$ cat config.mk
export PLATFORM = sky130hd
export DESIGN_NAME = ysyx_22051013_pipe_ctrl
export DESIGN_NICKNAME = d
export VERILOG_FILES = /design/src/rtl/ysyx_22051013_pipe_ctrl.sv
export SDC_FILE = /design/constraint.sdc
export NUM_CORES = 1
export LEC_CHECK = 0
export CAP_MARGIN = 20
export CORE_MARGIN = 5
export CORE_UTILIZATION = 39
export DETAILED_ROUTE_END_ITERATION = 10
export PLACE_DENSITY = 0.93
export REMOVE_ABC_BUFFERS = 1
export SLEW_MARGIN = 20
export SYNTH_ARGS = -nofsm -noshare
export SYNTH_HDL_FRONTEND = slang
export SYNTH_SLANG_ARGS = --single-unit
$ cat constraint.sdc
create_clock -name clk -period 3.4 [get_ports clk]
set_input_delay 0.85 -clock clk [delete_from_list [all_inputs] [get_ports clk]]
set_output_delay 0.85 -clock clk [all_outputs]
set_load 0.02 [all_outputs]
$ cat src/rtl/ysyx_22051013_pipe_ctrl.sv
// Hazard/sequencing controller: stall/flush for the pipeline registers and the EX->IF redirect handshake.
// Optional PIPE_CTRL_PERF_EN adds a saturating count of cycles in which the PC is held.
module ysyx_22051013_pipe_ctrl #(
  parameter int XLEN  = 64,
  parameter int RAW   = 5,
  parameter int CNT_W = 32
) (
  input  logic             clk,
  input  logic             rst,
  input  logic             if_busy,
  input  logic             mem_busy,
  input  logic             ex_is_load,
  input  logic [RAW-1:0]   ex_rd,
  input  logic [RAW-1:0]   id_rs1,
  input  logic [RAW-1:0]   id_rs2,
  input  logic             id_rs1_en,
  input  logic             id_rs2_en,
  input  logic             ex_redirect,
  input  logic [XLEN-1:0]  ex_redirect_pc,
  output logic             pc_stall,
  output logic             id_stall,
  output logic             id_flush,
  output logic             ex_stall,
  output logic             ex_flush,
  output logic             mem_stall,
  output logic             redir_valid,
  output logic [XLEN-1:0]  redir_pc,
  output logic [CNT_W-1:0] stall_cnt
);

  typedef enum logic {RUN = 1'b0, REDIR = 1'b1} state_t;

  state_t          state_q, state_d;
  logic            redir_valid_d;
  logic [XLEN-1:0] redir_pc_d;
  logic            load_use;
  logic            accept;

  // x0 is hard-wired zero, so a load targeting it never creates a dependency.
  assign load_use = ex_is_load && (ex_rd != '0) &&
                    ((id_rs1_en && (id_rs1 == ex_rd)) || (id_rs2_en && (id_rs2 == ex_rd)));

  // IF takes the redirect on any cycle it is not busy, independent of MEM.
  assign accept = redir_valid && !if_busy;

  always_comb begin
    pc_stall      = 1'b0;
    id_stall      = 1'b0;
    id_flush      = 1'b0;
    ex_stall      = 1'b0;
    ex_flush      = 1'b0;
    mem_stall     = 1'b0;
    state_d       = state_q;
    redir_valid_d = redir_valid;
    redir_pc_d    = redir_pc;

    if (mem_busy) begin
      // Whole pipe frozen; EX keeps any redirect stable until MEM is done.
      pc_stall  = 1'b1;
      id_stall  = 1'b1;
      ex_stall  = 1'b1;
      mem_stall = 1'b1;
      if (accept) begin
        redir_valid_d = 1'b0;
        state_d       = RUN;
      end
    end else if (ex_redirect) begin
      pc_stall      = 1'b1;
      id_flush      = 1'b1;
      ex_flush      = 1'b1;
      redir_valid_d = 1'b1;
      redir_pc_d    = ex_redirect_pc;
      state_d       = REDIR;
    end else if (state_q == REDIR) begin
      pc_stall = 1'b1;
      id_flush = 1'b1;
      if (accept) begin
        redir_valid_d = 1'b0;
        state_d       = RUN;
      end
    end else if (load_use) begin
      pc_stall = 1'b1;
      id_stall = 1'b1;
      ex_flush = 1'b1;
    end else if (if_busy) begin
      pc_stall = 1'b1;
      id_flush = 1'b1;
    end
  end

  always_ff @(posedge clk or negedge rst) begin
    if (!rst) begin
      state_q     <= RUN;
      redir_valid <= 1'b0;
      redir_pc    <= '0;
    end else begin
      state_q     <= state_d;
      redir_valid <= redir_valid_d;
      redir_pc    <= redir_pc_d;
    end
  end

`ifdef PIPE_CTRL_PERF_EN
  logic [CNT_W-1:0] stall_cnt_q;

  always_ff @(posedge clk or negedge rst) begin
    if (!rst) begin
      stall_cnt_q <= '0;
    end else if (pc_stall && (stall_cnt_q != {CNT_W{1'b1}})) begin
      stall_cnt_q <= stall_cnt_q + 1'b1;
    end
  end

  assign stall_cnt = stall_cnt_q;
`else
  assign stall_cnt = '0;
`endif

endmodule

==> results.txt <==
- IR analysis of the VDD net gives a maximum drop of just under 200 uV.
- Sequential elements use 56.4% of the synthesized area.
* Remaining number of nets flagged by the antenna check after routing: 0
* Slew of the pin with the lowest slew margin: 0.801 ns
- Net total in the final layout: between 500 and 600
* Clock network latency to the later pin of the worst-skew pair: 0.32 ns
- Data on the critical path is required at its endpoint by 2.55 ns.
- Ranked by total cell area, the synthesized netlist is headed by dfrtp_1 (56%), nand2_1 (25%), buf_4 (8.7%).
* Height of the die: between 90 and 100 microns
- Final setup viols: 0
- Port buffering added around 160 buffers.
- The via count of the first global-routing pass was 2724.
- Setup crit start kind: input port
* Post-route standard cell area excluding fillers: 4700 sq um
- Worst-case setup margin in the final layout: 0.0230 ns
* Skew final: 0.00339 ns
- The flow ran to the end, and the final reports show no timing, DRC or antenna violations.
- From left edge to right edge, the die measures 96.6 microns.
* Synth Instances: 339
- Global-route total usage across every layer: ~18%
* DRT Wirelength: 8240 microns
- Maximum net fanout on the critical path: 4
* Die ar.: ~9300 sq um
- During synthesis, Yosys emitted a total of 0 warnings.
* Number of rows in the core area: 31
- Synth area leader: dfrtp_1
- Final weighted congestion in routability-driven placement: 0.756
- Leak Pwr: 0.00232 uW
* Final critical delay including setup and external delays: around 3.4 ns
* TritonCTS sink count: 66
* Arrival @ worst endpoint: ~2.5 ns
- Measured against its own limit, the worst slew margin works out to 46.6%.
* Synth-to-Final Area Change: 60.5%
- Count of hold buffers inserted by post-cts repair: 0
- Detailed Place HPWL: 6320 microns
- Setup total negative slack on the finished layout was measured at 0 ns.
- Per-instance average area after synthesis: between 8 and 9 sq um
* Final hold violation count: 0
* Worst slack after detailed placement: -0.468 ns
- The setup check on the worst reg-to-reg path leaves a slack of 2.57 ns.
* CTS Buf Count: 9
* Max-Cap Viols: 0
- Signal routing reaches up to met4.
- Period Utilization, post-route: between 90% and 100%
- Max Buffers Root-to-Sink: 2
- Flop and latch count out of synthesis: 66
* Layout Cells excl Fill: ~600
- Maximum clock frequency: 0.296 GHz
* Maximum number of pins on one net before global-route repair: 67
* RSZ-0062 raised after global routing: yes
- The routed design uses 4330 microns of met2 wire.
- Drt wl/cell: 13.7 microns
- The path class of the tightest hold or removal check is flip-flop to flip-flop.
* Reg2reg path depth: 3
* Routed wire length on met3: 695 microns
- Across all layers, the routed design uses 2651 vias.
- First-pass detailed-route iteration total: 5
- In this run, placement finished with an instance count of around 600.
* Instance area after placement: 4480 sq um
- Htree depth: 3
- Following the worst setup path forward leads to its endpoint at pc_stall.
- In this run the post-CTS setup repair buffer count came out at 0.
- Synth top area share: 56.4%
* Clock transition at path regs: approximately 0.07 ns
- Clock tree from TritonCTS: done
- Power per cell area: 478 nW/um^2
- The post-route netlist has a little under 7% of its cells at a drive strength greater than 1.
- Detail-routed via count per cell: 4.41
* Core Region: 7290 sq um
- Antenna diode count: 0
- The first global-routing pass estimated 13500 microns of wire.
- Kind of critical path: input port to primary output
- Kind of end point of the critical path: primary output
- After global routing the overflow that remains totals 0.
- Once the floorplan was initialized, standard cells occupied between 40% and 50% of the core.
* Cell area after synthesis: slightly below 3000 sq um
* Post-route met1 wirelength: slightly above 3000 microns
* Slew Limit Fails: 0
* Drt first-iter violations: approximately 80
- Startpoint of the lowest-slack register-to-register path: state_q
- RR Endpoint: redir_valid
- Number of top-level design ports: 190
- In the routed design, unresolved DRC markers number 0.
- Total Power Consumption: between 2000 and 2500 uW
- The number of antenna violations at the first check in global routing came to 0.
- The tree is rooted in a clkbuf_8.
* Crit. Startpoint: ex_rd[2]
- In this run, distinct cell masters in the synthesized netlist total 25.
==> per-stage QoR <==
stage / hold WS, ns / util [%]
6_report: 0.475 / 64.4
5_1_grt: 0.499 / 64.4
4_1_cts: 0.480 / 64.2
3_5_place_dp: 0.462 / 61.5
3_3_place_gp: 0.458 / 61.5
2_1_floorplan: 0.551 / -
==> cell type report <==
type	instances	area (sq um)
clock buffer	12	155
clock inverter	4	50.0
fill	603	2590
inverter	2	7.51
multi-input combinational	254	1100
sequential	66	1650
tap	99	124
timing repair buffer	164	1610
==> metal layers <==
layer / GRT usage [%] / up-vias
met4: 5.72 / 0
met1: 18.5 / 1229
met2: 32.1 / 126
li1: - / 1288
met5: 0 / -
met3: 6.83 / 8
==> report_power, final <==
group          switching (uW)  leakage, uW  internal [uW]
clock network             291    0.0000986            378
registers                53.3     0.000815            883
logic                     335      0.00141            307
==> synth_stat cells (all sizes together) <==
master,instances
clkbuf,3
conb,1
or2,1
o21a,1
dfrtp,66
a32oi,1
o31a,1
nor4,2
o21ai,4
inv,2
buf,45
xor2,8
or4,1
o31ai,1
xnor2,2
and2,1
a21oi,1
o41ai,1
nand2,194
nor3,1
nor2b,2
==> timing repair <==
item	CTS	global route
pin swaps	3	3
endpoints found under the setup margin	4	4
gates resized for setup	18	6
==> placed cells by master, fill, tap and decap left out, types with 3 or more instances in the layout <==
cell type | netlist | final
conb_1 | 1 | 32
dfrtp_1 | 66 | 66
nand2_1 | 194 | 193
xor2_1 | 8 | 8
buf_4 | 34 | 8
o21ai_0 | 3 | 3
clkbuf_8 | 0 | 11
buf_2 | 6 | 3
clkdlybuf4s50_1 | 0 | 149
==> critical path, stage by stage <==
cell and delay [ns]:
clkdlybuf4s50_1 0.47, or4_1 0.59, o21ai_4 0.21, o21ai_0 0.10, dlygate4sd1_1 0.31
==> registers in the layout, summed over array words and instances, names as in the netlist <==
register / cells
redir_valid: 1
state_q: 1
redir_pc: 64
==> worst min-delay path by stage <==
stage	startpoint	to	slack, ns	cells past startpoint
after floorplan	rst	redir_pc[0]	0.55	0
after global placement	redir_pc[31]	redir_pc[31]	0.46	2
after detailed placement	redir_pc[2]	redir_pc[2]	0.46	2
after CTS	redir_pc[45]	redir_pc[45]	0.48	2
after global routing	redir_pc[14]	redir_pc[14]	0.50	2
final	redir_pc[45]	redir_pc[45]	0.47	2
==> logic make-up after synthesis <==
kind of cell    share of synthesized area, %
simple gates                            26.8
xor+xnor                                2.99
buf+inv                                 11.0
other cells                            0.128
compound gates                          2.65
flops                                   56.4
(Power assumes the default switching activity.)
